### src/rtl/qsg_pkg.sv
// Shared types and constants for the quadrature step generator.
package qsg_pkg;

    typedef enum logic [1:0] {
        IDLE   = 2'd0,
        MOVE   = 2'd1,
        FINISH = 2'd2
    } qsg_state_t;

    // {a,b} for each value of pos[1:0]
    localparam logic [1:0] PHASE_AB_00 = 2'b00;
    localparam logic [1:0] PHASE_AB_01 = 2'b10;
    localparam logic [1:0] PHASE_AB_10 = 2'b11;
    localparam logic [1:0] PHASE_AB_11 = 2'b01;

    localparam logic DIR_UP   = 1'b1;
    localparam logic DIR_DOWN = 1'b0;

    function automatic logic [1:0] phase_ab(input logic [1:0] p);
        case (p)
            2'b00:   return PHASE_AB_00;
            2'b01:   return PHASE_AB_01;
            2'b10:   return PHASE_AB_10;
            default: return PHASE_AB_11;
        endcase
    endfunction

endpackage

### src/rtl/qsg_prescaler.sv
// Step-rate prescaler: counts down from div, ticks at zero while enabled.
module qsg_prescaler #(
    parameter int DIV_W = 8
) (
    input  logic             clk,
    input  logic             reset_n,
    input  logic             enable,
    input  logic             reload,
    input  logic [DIV_W-1:0] div,
    output logic             tick
);

    logic [DIV_W-1:0] r_count;

    assign tick = enable && (r_count == '0);

    always_ff @(posedge clk or negedge reset_n) begin
        if (!reset_n) begin
            r_count <= '0;
        end else if (reload) begin
            r_count <= div;
        end else if (enable) begin
            r_count <= r_count - 1'b1;
        end
    end

endmodule

### src/rtl/quad_step_generator.sv
// Quadrature A/B step generator walking pos toward a loaded target.
// Optional index output z enabled by defining QSG_INDEX_EN.
module quad_step_generator
    import qsg_pkg::*;
#(
    parameter int N     = 8,
    parameter int DIV_W = 8
) (
    input  logic             clk,
    input  logic             reset_n,
    input  logic             enable,
    input  logic             load,
    input  logic [N-1:0]     target,
    input  logic [DIV_W-1:0] div,
    output logic             a,
    output logic             b,
    output logic [N-1:0]     pos,
    output logic             dir,
    output logic             busy,
`ifdef QSG_INDEX_EN
    output logic             z,
`endif
    output logic             done
);

    localparam logic [N-1:0] POS_ONE = N'(1);

    qsg_state_t   r_state;
    logic [N-1:0] r_pos;
    logic [N-1:0] r_target;
    logic [N-1:0] r_pend_target;
    logic         r_pend;
    logic         r_dir;
    logic         r_busy;
    logic         r_done;
    logic         r_a;
    logic         r_b;

    logic         w_tick;
    logic         w_presc_en;
    logic         w_reload;
    logic         w_eff_load;
    logic [N-1:0] w_eff_target;
    logic [N-1:0] w_step_pos;
    logic [N-1:0] w_pos_next;

    assign w_presc_en   = enable && (r_state == MOVE);
    // A load that arrived during FINISH is replayed in the following IDLE cycle
    assign w_eff_load   = load || r_pend;
    assign w_eff_target = load ? target : r_pend_target;
    assign w_reload     = w_tick ||
                          ((r_state == IDLE) && w_eff_load && (w_eff_target != r_pos));
    assign w_step_pos   = (r_dir == DIR_UP) ? (r_pos + POS_ONE) : (r_pos - POS_ONE);
    assign w_pos_next   = w_tick ? w_step_pos : r_pos;

    qsg_prescaler #(.DIV_W(DIV_W)) u_prescaler (
        .clk     (clk),
        .reset_n (reset_n),
        .enable  (w_presc_en),
        .reload  (w_reload),
        .div     (div),
        .tick    (w_tick)
    );

    always_ff @(posedge clk or negedge reset_n) begin
        if (!reset_n) begin
            r_state       <= IDLE;
            r_pos         <= '0;
            r_target      <= '0;
            r_pend_target <= '0;
            r_pend        <= 1'b0;
            r_dir         <= DIR_DOWN;
            r_busy        <= 1'b0;
            r_done        <= 1'b0;
            r_a           <= 1'b0;
            r_b           <= 1'b0;
        end else begin
            r_done <= 1'b0;
            case (r_state)
                IDLE: begin
                    r_pend <= 1'b0;
                    if (w_eff_load) begin
                        r_target <= w_eff_target;
                        if (w_eff_target == r_pos) begin
                            r_state <= FINISH;
                        end else begin
                            r_dir   <= (w_eff_target > r_pos) ? DIR_UP : DIR_DOWN;
                            r_busy  <= 1'b1;
                            r_state <= MOVE;
                        end
                    end
                end
                MOVE: begin
                    r_pos        <= w_pos_next;
                    {r_a, r_b}   <= phase_ab(w_pos_next[1:0]);
                    // Retarget decisions use the post-step position
                    if (load) begin
                        r_target <= target;
                        if (target == w_pos_next) begin
                            r_state <= FINISH;
                        end else begin
                            r_dir <= (target > w_pos_next) ? DIR_UP : DIR_DOWN;
                        end
                    end else if (w_tick && (w_pos_next == r_target)) begin
                        r_state <= FINISH;
                    end
                end
                FINISH: begin
                    r_done  <= 1'b1;
                    r_busy  <= 1'b0;
                    r_state <= IDLE;
                    if (load) begin
                        r_pend        <= 1'b1;
                        r_pend_target <= target;
                    end
                end
                default: r_state <= IDLE;
            endcase
        end
    end

`ifdef QSG_INDEX_EN
    logic r_z;

    always_ff @(posedge clk or negedge reset_n) begin
        if (!reset_n) begin
            r_z <= 1'b0;
        end else begin
            r_z <= (w_pos_next == '0);
        end
    end

    assign z = r_z;
`endif

    assign a    = r_a;
    assign b    = r_b;
    assign pos  = r_pos;
    assign dir  = r_dir;
    assign busy = r_busy;
    assign done = r_done;

endmodule

### config.mk
export PLATFORM = sky130hd
export DESIGN_NAME = quad_step_generator
export DESIGN_NICKNAME = d
export VERILOG_FILES = /design/src/rtl/qsg_pkg.sv /design/src/rtl/qsg_prescaler.sv /design/src/rtl/quad_step_generator.sv
export SDC_FILE = /design/constraint.sdc
export NUM_CORES = 1
export LEC_CHECK = 0
export BUFFER_PORTS_ARGS = -buffer_cell sky130_fd_sc_hd__clkbuf_2
export CORE_ASPECT_RATIO = 0.6
export CORE_MARGIN = 2
export CORE_UTILIZATION = 34
export CTS_BUF_LIST = sky130_fd_sc_hd__clkbuf_16
export CTS_CLUSTER_SIZE = 14
export DETAILED_ROUTE_END_ITERATION = 6
export GPL_ROUTABILITY_DRIVEN = 0
export PLACE_DENSITY_LB_ADDON = 0.15
export SETUP_SLACK_MARGIN = 0.05
export SKIP_LAST_GASP = 1
export SLEW_MARGIN = 5
export SYNTH_ARGS = -nofsm -noshare
export SYNTH_HDL_FRONTEND = slang
export SYNTH_SLANG_ARGS = --single-unit
### constraint.sdc
create_clock -name clk -period 4.3 [get_ports clk]
set_input_delay 1.29 -clock clk [delete_from_list [all_inputs] [get_ports clk]]
set_output_delay 1.29 -clock clk [all_outputs]
set_load 0.01 [all_outputs]
### Yosys cells after proc, flatten, opt, wreduce, memory -nomap -nowiden

Cells that the tools add are included.
W data, S select, Z words.

| storage, ports and cells | value |
|---|---|
| register bits after elaboration | 40 |
| latch bits | 0 |
| memory bits (writable) | 0 |
| memory bits (read-only) | 0 |
| input bits | 20 |
| output and inout bits | 13 |
| word-level logic and storage cells | 77 |
| memories | 0 |

| cells by class | value |
|---|---|
| $add $sub $neg | 3 |
| $mul | 0 |
| divide/modulo/power cells | 0 |
| magnitude comparators | 2 |
| equal/unequal tests | 15 |
| shift-type cells | 0 |
| mux-type cells | 28 |
| bitwise operators | 0 |
| reduce and logical (&&, ||, !) cells | 18 |

Operators with widths:

| cell | number |
|---|---|
| $mux W8 | 7 |
| $eq A8 B8 Y1 | 3 |
| $gt A8 B8 Y1 | 2 |
| $pmux W8 S2 | 1 |
| $sub A8 B1 Y8 const B | 2 |
| $mux W1 | 10 |
| $mux W2 | 5 |
| $ne A2 B2 Y1 const B | 5 |
| $reduce_and A3 Y1 | 3 |
| $add A8 B1 Y8 const B | 1 |
| $logic_not A8 Y1 | 1 |
| $ne A8 B8 Y1 | 1 |
| $ne A3 B2 Y1 const B | 2 |
| $pmux W1 S2 | 3 |
| $pmux W2 S3 | 1 |
| $reduce_bool A2 Y1 | 3 |
| $logic_and A1 B1 Y1 | 5 |
| $reduce_and A5 Y1 | 1 |
| $eq A2 B1 Y1 const B | 2 |
| $eq A2 B2 Y1 const B | 2 |
| $logic_not A2 Y1 | 2 |
| $pmux W2 S2 | 1 |
| $logic_or A1 B1 Y1 | 2 |
| $reduce_and A2 Y1 | 1 |

### Depth between registers and ports, before layout

Gate-level depths: netlist (run 1).

| depth | value |
|---|---|
| depth after elaboration | 9 |
| mapped depth | 16 |
| mapped depth without buffers | 16 |

### By module

From an unflattened synthesis (run 1), not the netlist that was laid out.

| second synthesis, totals | value |
|---|---|
| cell total of the unflattened synthesis | 339 |
| area, all modules | 2975.4 um^2 |

Modules (own cells, without submodules):

| module | instances | cells an instance | area each (um^2) | seq. area each (um^2) |
|---|---|---|---|---|
| quad_step_generator | 1 | 288 | 2513.7 | 800.8 |
| qsg_prescaler | 1 | 51 | 461.7 | 200.2 |

### Worst setup path after synthesis (run 1)

OpenSTA, ideal clock, no wires.

| timing | value |
|---|---|
| path kind | input-to-reg |
| start point | in load |
| end point | reg u_prescaler.r_count[5] |
| setup time | 136 ps |
| arrival | 3687 ps |
| data required time | 4164 ps |
| slack | 477 ps |
| stages on the path | 10 |
| path buffers | 3 |
| cells stage by stage | clkbuf_1 clkbuf_1 mux2i_1 inv_1 ha_1 nand4_1 nor2_1 o41ai_1 clkbuf_1 o21ai_0 |

| between the ends | value |
|---|---|
| cells in the longest elaborated chain, start to end | 5 |
| elaborated cells between the ends (all ways) | 8 |
| classes of those cells | 1 x eq/ne; 2 x mux; 5 x reduce/logical |

Ends and longest elaborated chain:

| element | RTL line | RTL |
|---|---|---|
| start: declaration | quad_step_generator.sv:12 | `input logic load,` |
| $mux W8 * | n/a |  |
| via w_eff_target[2] | quad_step_generator.sv:43 | `logic [N-1:0] w_eff_target;` |
| $ne A8 B8 Y1 * | quad_step_generator.sv:52 | `((r_state == IDLE) && w_eff_load && (w_eff_target != r_pos));` |
| $logic_and A1 B1 Y1 * | quad_step_generator.sv:52 |  |
| $logic_or A1 B1 Y1 * | quad_step_generator.sv:51 | `assign w_reload = w_tick \|\|` |
| $mux W8 or $reduce_bool A2 Y1 (tied branches) | n/a |  |
| end signal: assignment | qsg_prescaler.sv:21 | `r_count <= div;` |
| end signal: assignment | qsg_prescaler.sv:23 | `r_count <= r_count - 1'b1;` |
| end: declaration | qsg_prescaler.sv:13 | `logic [DIV_W-1:0] r_count;` |

Mark *: on every way through the listed nets, which the timed path passes. The rest lies on a longest branch.
A chain may end at the register's enable or synchronous reset.

### Worst setup path after layout (run 1)

| timing | value |
|---|---|
| start point | reg r_dir, in the netlist dir |
| end point | reg r_dir, in the netlist dir |

| between the ends | value |
|---|---|
| cells in the longest elaborated chain, start to end | 7 |
| elaborated cells between the ends (all ways) | 10 |
| classes of those cells | 1 x order compare; 2 x eq/ne; 6 x mux; 1 x reduce/logical |

Ends and longest elaborated chain:

| element | RTL line | RTL |
|---|---|---|
| start: declaration | quad_step_generator.sv:33 | `logic r_dir;` |
| start signal: assignment | quad_step_generator.sv:87 | `r_dir <= (w_eff_target > r_pos) ? DIR_UP : DIR_DOWN;` |
| start signal: assignment | quad_step_generator.sv:102 | `r_dir <= (target > w_pos_next) ? DIR_UP : DIR_DOWN;` |
| $mux W8 * | quad_step_generator.sv:53 | `assign w_step_pos = (r_dir == DIR_UP) ? (r_pos + POS_ONE) : (r_pos - POS_ONE);` |
| $mux W8 * | quad_step_generator.sv:54 | `assign w_pos_next = w_tick ? w_step_pos : r_pos;` |
| $gt A8 B8 Y1 | quad_step_generator.sv:102 |  |
| $mux W1 | quad_step_generator.sv:102 |  |
| $mux W1 | quad_step_generator.sv:99 | `if (target == w_pos_next) begin` |
| $mux W1 | quad_step_generator.sv:97 | `if (load) begin` |
| $pmux W1 S2 | quad_step_generator.sv:79 | `case (r_state)` |

Mark *: on every way between the ends. The rest lies on a longest branch, timed or not. The select of a mux whose other input is x is not followed.

==> run metrics, run 1 <==
clock power share=between 20% and 30%; Yosys warnings=0; fin util=42.49%; dominant cells by area after synthesis=dfrtp_1 (38%), ha_1 (12%), o21ai_0 (6.4%); Site Rows=24; largest stage delay on the critical path=approximately 0.52 ns; Multi-input gate area=between 0.0015 and 0.002 mm²; # IOs=33; RSZ-0062 raised after global routing=no; synthesized area per cell=8.709 µm²; Rel. slew slack=between 40% and 50%; Antenna Cells=0; GRT overflow=0; DR DRC count=0; CP top delay family=compound AO/OA/AOI/OAI gates; worst-margin pin slew=0.7514 ns; crit-path cells=inv_1, ha_1, a21oi_1, o2111ai_1, and3_1, o21ai_0, xnor2_1, inv_1, ha_1, nand2_1, nor3_1, nand2_1, nand2_1, a21oi_1, nand2_1, o221ai_1; initial antenna violation count=0; Final min period=3.863 ns; Cells after Synth=roughly 300; post-synth cell types=40; register area=around 0.001 mm²; Pleak=1.466 nW; antenna viol nets, final=0; Initial Util=35.93%; clk_skew=about 0.0023 ns; Vias=approximately 2200; pwr dens=663.2 mW/mm²; Sw Pwr=0.8724 mW; Skew-Pair Late Insertion Delay=between 0.2 and 0.3 ns; DR WL/cell=15.63 µm; Clock H-tree levels=2; critical path arrival=approximately 4 ns; Max clock buf depth=2; hold buffer count at CTS=0; core area=approximately 0.0074 mm²; Pre-antenna DRT Iters=4; CTS buffer count=5; Hold WC Path Type=reg -> reg; internal power=roughly 1.2 mW; number of flops mapped to enable cells by yosys=0; Final Hold Viols=0; count leader, synth=dfrtp_1; sequential fraction of design power=roughly 30%; Nets=approximately 400; CTS clk-pin slew, worst paths=0.06 ns; crit-path max FO=7; First DRT Iteration DRCs=164; CP Capture Type=flop; CTS tree=done; worst endpoint required time=~4.4 ns; largest net degree at the start of global routing=26; clock sinks=40; Die X=118.3 µm; sequential area share after synthesis=a little under two fifths; top cells by count, synth=dfrtp_1 (40), nand2_1 (39), o21ai_0 (34), inv_1 (33), ha_1 (26); Synth top area share=37.56%; Final HPWL DP=5557 µm; post-CTS setup buffers=0; die footprint=0.008586 mm²; Sw Share=between 40% and 50%; Max Cap Viol=0; Max Freq=around 260 MHz; status=finished, final reports clean; Layout area overhead=18.26%; IO buf count=32; Post-synth ARST share=between 90% and 100%; crit path kind=reg -> reg; final period utilization=89.84%; GRT Total Usage=between 10% and 20%; reg-to-reg slack, setup=0.44 ns; cell area after synthesis=between 0.002 and 0.003 mm²; setup TNS=0 ns; startpoint types=flop; first-pass GRT wire length=roughly 12000 µm; Peak VDD IR=approximately 0.18 mV; final WL=about 7000 µm; Root Driver=clkbuf_16; Setup Viol. Count Final=0; share of layout cells above drive strength 1=between 15 and 20%; CP most frequent cell=nand2_1; CP max-delay cell=o21ai_0; Mapped Nets=353; Worst Path Buf+Inv=2; drt via density=between 4 and 5; #FFs+latches synth=40; fill count=~760; Logic pwr share=between 50% and 60%; top cell type by total area after synthesis=dfrtp_1; post_cts resized=0; Die H=just over 70 µm; Main synth FF type=dfrtp_1; max-slew violation count=0; vias in the first global route=roughly 2100
kinds of logic (layout without fill, tap and decap cells):
| family | Yosys count | count (layout) | synth area share [%] |
|---|---|---|---|
| xor+xnor | 23 | 23 | 7.559 |
| mux | 10 | 10 | 3.803 |
| fa+ha+maj | 27 | 27 | 12.96 |
| buf+inv | 41 | 80 | 6.057 |
| simple gates | 91 | 91 | 16.29 |
| compound gates | 74 | 74 | 15.78 |
| flops | 40 | 40 | 37.56 |
placed cells by master (no fill, tap or decap), types with 4 or more instances in the layout:
master     Yosys  final
dfrtp_1       40     40
nor2b_1        4      4
xnor2_1       18     18
xor2_1         5      5
inv_1         33     33
clkbuf_2       0     32
buf_4          0      7
clkbuf_16      0      5
mux2i_1        9      9
a21oi_1       23     23
nand2_1       39     39
nor3_1         5      5
ha_1          26     26
nor2_1        21     21
o21ai_0       34     34
worst min-delay path, delay by kind of cell (launching register included):
| family | cells | cell delay [ns] |
|---|---|---|
| flip-flops | 1 | 0.34 |
| AO/OA/AOI/OAI | 1 | 0.06 |
| AND/OR/NAND/NOR | 1 | 0.05 |
power by group through the flow:
stage	Clock, mW	Sequential, mW	Combinational (mW)
floorplan	0	0.608	0.749
global placement	0	0.631	1.02
detailed placement	0	0.630	1.03
CTS	0.427	0.624	1.04
global route	0.445	0.644	1.19
finish	0.419	0.626	1.05
state kept, by name (all words and copies together), names as in the netlist:
register	cells
r_pend	1
a	1
dir	1
done	1
pos	8
b	1
busy	1
u_prescaler.r_count	8
r_pend_target	8
r_target	8
r_state	2
routing by layer:
metal  wire length, µm  GRT usage, %
met1              4187         31.19
met2              2364         20.10
met3               427         3.203
met4                39         3.614
met5                 0             0
worst paths after layout:
check	start	end	cells after the start
max	dir	dir	16
min	r_pend_target[4]	r_pend_target[4]	2
max reg2reg	dir	dir	16
min reg2reg	r_pend_target[4]	r_pend_target[4]	2
max in group asynchronous	reset_n	u_prescaler.r_count[4]	2
min in group asynchronous	reset_n	b	1
through the flow:
step	instances	hold WS, ns	setup slack (ns)	area (µm²)	power (mW)
after floorplan	306	0.4492	0.4768	2665	1.357
final	449	0.4829	0.4369	3152	2.090
after global routing	449	0.5062	0.1802	3152	2.284
after detailed placement	441	0.4708	0.2440	2978	1.663
after global placement	441	0.4814	0.2160	2978	1.655
after CTS	449	0.4839	0.5098	3141	2.094
area by class of cell:
class	count	share of cell area [%]
timing repair buffer	39	6.749
inverter	33	3.930
multi-input combinational	225	48.27
clock inverter	3	1.191
clock buffer	5	3.970
tap	104	4.129
sequential	40	31.76
(Power assumes the default switching activity.)
==> inputs of run 2 (changes only) <==
- CTS_CLUSTER_DIAMETER: default -> 60
- SYNTH_HIERARCHICAL: default -> 1
==> run metrics, run 2 <==
CP max-delay cell=or4bb_1; GRT overflow=0; total power=between 2 and 2.5 mW; worst-margin pin slew=between 1 and 1.5 ns; Yosys warnings=6; Vias=2467; vias in the first global route=~2300; Layout area overhead=14.17%; max layer used=met4; critical path arrival=slightly above 4 ns; crit-path max FO=12; crit-path cells=clkbuf_2, and2_1, nand2_1, nor4_2, buf_4, or4bb_1, o211ai_4, a211oi_1, ha_1, nand4_1, nor2_1, inv_1, a31oi_1, o21ai_0, o32ai_2; DR WL/cell=15.89 µm; status=finished, final reports clean; top cell type by total area after synthesis=dfrtp_1; Max clock buf depth=2; CP top delay family=simple AND/OR/NAND/NOR gates; crit path kind=in -> reg; Main synth FF type=dfrtp_1; Initial Util=35.04%; #FFs+latches synth=40; core area=~0.0085 mm²; Pleak=between 1.5 and 2 nW; first-pass GRT wire length=12320 µm; setup TNS=0 ns; Final Hold Viols=0; Die H=between 70 and 80 µm; WL met3=~370 µm; Nets=just over 400; final WL=7645 µm; Pre-antenna DRT Iters=4; Post-synth ARST share=100.0%; Mapped Nets=roughly 380; largest stage delay on the critical path=approximately 0.56 ns; First DRT Iteration DRCs=approximately 120; commonest non-fill, non-tap cell in the layout=dfrtp_1; Rel. slew slack=about 29%; DR DRC count=0; drt via density=about 5; count leader, synth=dfrtp_1; reg-to-reg slack, setup=approximately 0.54 ns; Synth top area share=between 30% and 40%; Max Cap Viol=0; Clock H-tree levels=2; placed instance area=0.003258 mm²; share of layout cells above drive strength 1=18.16%; Final HPWL DP=around 6000 µm; clock sinks=40; Root Driver=clkbuf_16; Site Rows=26; fill count=between 800 and 900; synthesized area per cell=a little under 9 µm²; GRT Total Usage=between 10% and 20%; Max Freq=approximately 250 MHz; WHS=0.4785 ns; Peak VDD IR=0.1762 mV; post-CTS setup buffers=0; clk_skew=approximately 0.0060 ns; met2 WL post-DR=roughly 3000 µm; post_cts resized=0; Skew-Pair Late Insertion Delay=about 0.28 ns; initial antenna violation count=0; Final min period=3.940 ns; CTS buffer count=5; Cells after Synth=~340; number of flops mapped to enable cells by yosys=0; Antenna Cells=0; register area=roughly 0.0010 mm²; die footprint=between 0.009 and 0.01 mm²; dominant cells by area after synthesis=dfrtp_1 (34%), ha_1 (10%), nand2_1 (4.8%); cell area after synthesis=~0.003 mm²; sequential area share after synthesis=approximately 34%; CTS tree=done; top cells by count, synth=dfrtp_1 (40), nand2_1 (38), nor2_1 (28), o21ai_0 (28), inv_1 (27); hold buffer count at CTS=0; startpoint types=primary input; CTS clk-pin slew, worst paths=around 0.060 ns; # IOs=33; Final Cell Area=between 0.003 and 0.004 mm²; antenna viol nets, final=0; Hold WC Path Type=reg -> reg; post-synth cell types=61; Worst Path Buf+Inv=3; IO buf count=32; worst endpoint required time=about 4.5 ns; max-slew violation count=0; Die X=roughly 120 µm; CP Capture Type=flop; most frequent cells in the layout=dfrtp_1 (40), nand2_1 (38), clkbuf_2 (32); largest net degree at the start of global routing=~40; RSZ-0062 raised after global routing=no; M1 WL=4303 µm; Setup Viol. Count Final=0; final period utilization=approximately nine tenths; pwr dens=just under 600 mW/mm²; Multi-input gate area=between 0.0015 and 0.002 mm²
run 2: changes by cell type after synthesis, sizes merged, moves of 6 or more:
| cell | delta |
|---|---|
| o21ai | -7 |
| xnor2 | -9 |
| nor2 | +7 |
| inv | -6 |
run 2: per-layer routing:
metal,track usage [%],vias up
met2,21.64,40
met1,26.62,1171
met5,0,-
met4,2.360,0
met3,3.652,2
li1,-,1254
run 2: kinds of logic (layout without fill, tap and decap cells):
family	after synthesis	after routing	synth area share (%)
buffers and inverters	43	73	5.803
AO/OA/AOI/OAI	90	90	20.52
AND/OR/NAND/NOR	109	109	18.59
adder cells (fa/ha/maj)	25	25	10.77
multiplexers	15	15	5.677
flip-flops	40	40	33.64
XOR/XNOR	17	17	5.004
run 2: through the flow:
stage | setup WS [ns] | utilization [%] | std cells
4_1_cts | 0.3825 | 40.01 | 481
5_1_grt | 0.1290 | 40.01 | 481
6_report | 0.3601 | 40.01 | 481
3_3_place_gp | 0.1981 | 38.37 | 473
3_5_place_dp | 0.07209 | 38.37 | 473
2_1_floorplan | 0.2769 | - | 339
run 2: worst reg2reg max path, cell delays in order, from the launching register on:
cell,delay [ns]
dfrtp_1,0.52
inv_1,0.19
nor2_2,0.15
and2_1,0.26
nand2_1,0.10
nor4_2,0.14
buf_4,0.23
or4bb_1,0.56
o211ai_4,0.14
a211oi_1,0.12
ha_1,0.34
nand4_1,0.10
nor2_1,0.23
inv_1,0.09
a31oi_1,0.15
o21ai_0,0.12
o32ai_2,0.21
run 2: power breakdown:
group          total (mW)  internal (mW)  switching, mW  leakage [nW]
registers           0.607          0.483          0.124         0.442
logic                1.04          0.442          0.596          1.02
clock network       0.365          0.211          0.154        0.0710
total                2.01           1.14          0.874          1.53
run 2: final timing paths:
path / start / end / cells past startpoint
hold reg to reg: r_pend_target[3] / r_pend_target[3] / 2
min in group asynchronous: reset_n / a / 1
setup reg to reg: r_state[0] / r_state[1] / 16
setup / recovery: enable / r_state[1] / 15
max in group asynchronous: reset_n / r_state[0] / 1
hold / removal: r_pend_target[3] / r_pend_target[3] / 2
run 2: layout make-up:
cell class,instances,area share [%]
sequential,40,29.47
clock inverter,3,0.4052
tap,112,4.125
timing repair buffer,38,6.041
inverter,27,2.983
multi-input combinational,256,53.30
clock buffer,5,3.683
==> inputs of run 3 (changes only) <==
==> constraint.sdc (replaced) <==
create_clock -name clk -period 4.3 [get_ports clk]
set_input_delay 0.43 -clock clk [delete_from_list [all_inputs] [get_ports clk]]
set_output_delay 0.43 -clock clk [all_outputs]
set_load 0.01 [all_outputs]
==> run metrics, run 3 (same netlist as run 2, synthesis figures left out) <==
CTS clk-pin slew, worst paths=roughly 0.060 ns; hold buffer count at CTS=0; Root Driver=clkbuf_16; clock sinks=40; final period utilization=86.14%; Final min period=around 3.7 ns; commonest non-fill, non-tap cell in the layout=dfrtp_1; Layout area overhead=13.37%; Cells after DPL=approximately 470; worst endpoint required time=4.51 ns; Die X=124.8 µm; IO buf count=32; Final HPWL DP=5738 µm; GRT Total Usage=16.68%; status=finished, final reports clean; clk_skew=between 0.004 and 0.005 ns; Rel. slew slack=roughly 28%; Non-Filler Instances=roughly 480; Logic pwr share=between 50% and 60%; Max clock buf depth=2; Clock H-tree levels=2; Nets=about 410; GRT overflow=0; Sw Share=a little over two fifths; die footprint=0.009540 mm²; post_cts resized=0; setup TNS=0 ns; max-slew violation count=0; clock power share=between 10% and 20%; share of layout cells above drive strength 1=approximately 17%; CP Capture Type=flop; most frequent cells in the layout=dfrtp_1 (40), nand2_1 (38), clkbuf_2 (32); Pre-antenna DRT Iters=5; Reg2Reg Depth=15; startpoint types=flop; CTS tree=done; drt via density=slightly above 5; Initial Util=35.04%; RSZ-0062 raised after global routing=no; internal power=approximately 1.1 mW; Max Freq=~270 MHz; Max Cap Viol=0; First DRT Iteration DRCs=115; fill count=between 800 and 900; vias in the first global route=between 2000 and 2500; Antenna Cells=0; Setup Viol. Count Final=0; CTS buffer count=5; Die H=about 76 µm; pwr dens=between 500 and 600 mW/mm²; antenna viol nets, final=0; # IOs=33; Pleak=1.511 nW; crit path kind=reg -> reg; Peak VDD IR=between 0.2 and 0.25 mV; post-CTS setup buffers=0; initial antenna violation count=0; Sw Pwr=approximately 0.87 mW; largest net degree at the start of global routing=a little over 40; DR DRC count=0; crit-path max FO=23; core area=about 0.0085 mm²; Vias=approximately 2500; total power=approximately 2 mW; placed instance area=roughly 0.0032 mm²; worst-margin pin slew=1.075 ns; final WL=7476 µm; critical path arrival=approximately 3.9 ns; WHS=between 0.3 and 0.4 ns; first-pass GRT wire length=12630 µm; Hold WC Path Type=in -> async; Skew-Pair Late Insertion Delay=about 0.29 ns; sequential fraction of design power=just over 30%; Site Rows=26; Final Hold Viols=0; Final Cell Area=0.003373 mm²; DR WL/cell=around 16 µm
-- run 3: changes by cell type in the layout (fill, tap and decap cells not counted) --
cell        previous run  this run
buf_4                  6         2
clkinv_1               1         0
clkinv_2               2         0
clkinv_4               0         1
clkinvlp_4             0         1
inv_1                 27        28
-- run 3: worst paths after layout --
path / from / to / slack [ns]
setup / recovery: r_state[0] / r_state[0] / 0.60
hold / removal: reset_n / r_pend_target[2] / 0.34
setup reg to reg: r_state[0] / r_state[0] / 0.60
max in group asynchronous: reset_n / pos[6] / 3.31
min in group clk: div[4] / u_prescaler/r_count[4] / 0.35
hold reg to reg: r_pend_target[5] / r_pend_target[5] / 0.48
-- run 3: layout make-up --
| cell class | count | area [µm²] | area share (%) |
|---|---|---|---|
| clock inverter | 3 | 20.02 | 0.5935 |
| sequential | 40 | 1001 | 29.67 |
| inverter | 27 | 101.3 | 3.004 |
| multi-input combinational | 256 | 1810 | 53.67 |
| timing repair buffer | 34 | 175.2 | 5.193 |
| clock buffer | 5 | 125.1 | 3.709 |
| tap | 112 | 140.1 | 4.154 |
-- run 3: power by group through the flow --
stage	registers [mW]	clock network (mW)	logic, mW
5_1_grt	0.624	0.412	1.15
6_report	0.604	0.377	1.02
2_1_floorplan	0.586	0	0.760
3_3_place_gp	0.610	0	1.02
3_5_place_dp	0.609	0	1.01
4_1_cts	0.604	0.385	1.02
-- run 3: worst max-delay path: stages (launching register included) --
cell       delay (ns)
dfrtp_1          0.50
inv_1            0.17
nor2_2           0.12
and2_1           0.25
nand2_1          0.11
nor4_2           0.14
buf_4            0.32
or4bb_1          0.57
o211ai_4         0.14
a211oi_1         0.11
ha_1             0.32
nand4_1          0.10
nor2_1           0.08
a2111o_1         0.44
nand4_1          0.11
a2bb2oi_1        0.16
-- run 3: per-stage QoR --
step / setup WS (ns) / utilization, %
detailed placement: 0.6576 / 38.02
floorplan: 0.4621 / -
finish: 0.5959 / 39.73
CTS: 0.6245 / 39.73
global route: 0.2704 / 39.73
global placement: 0.7051 / 38.02
-- run 3: metal layers --
metal | vias to the layer above | wire length (µm) | global-route usage, %
li1 | 1251 | - | -
met1 | 1143 | 4149 | 27.97
met2 | 52 | 2738 | 20.87
met3 | 5 | 560 | 3.933
met4 | 0 | 27 | 2.697
met5 | - | 0 | 0
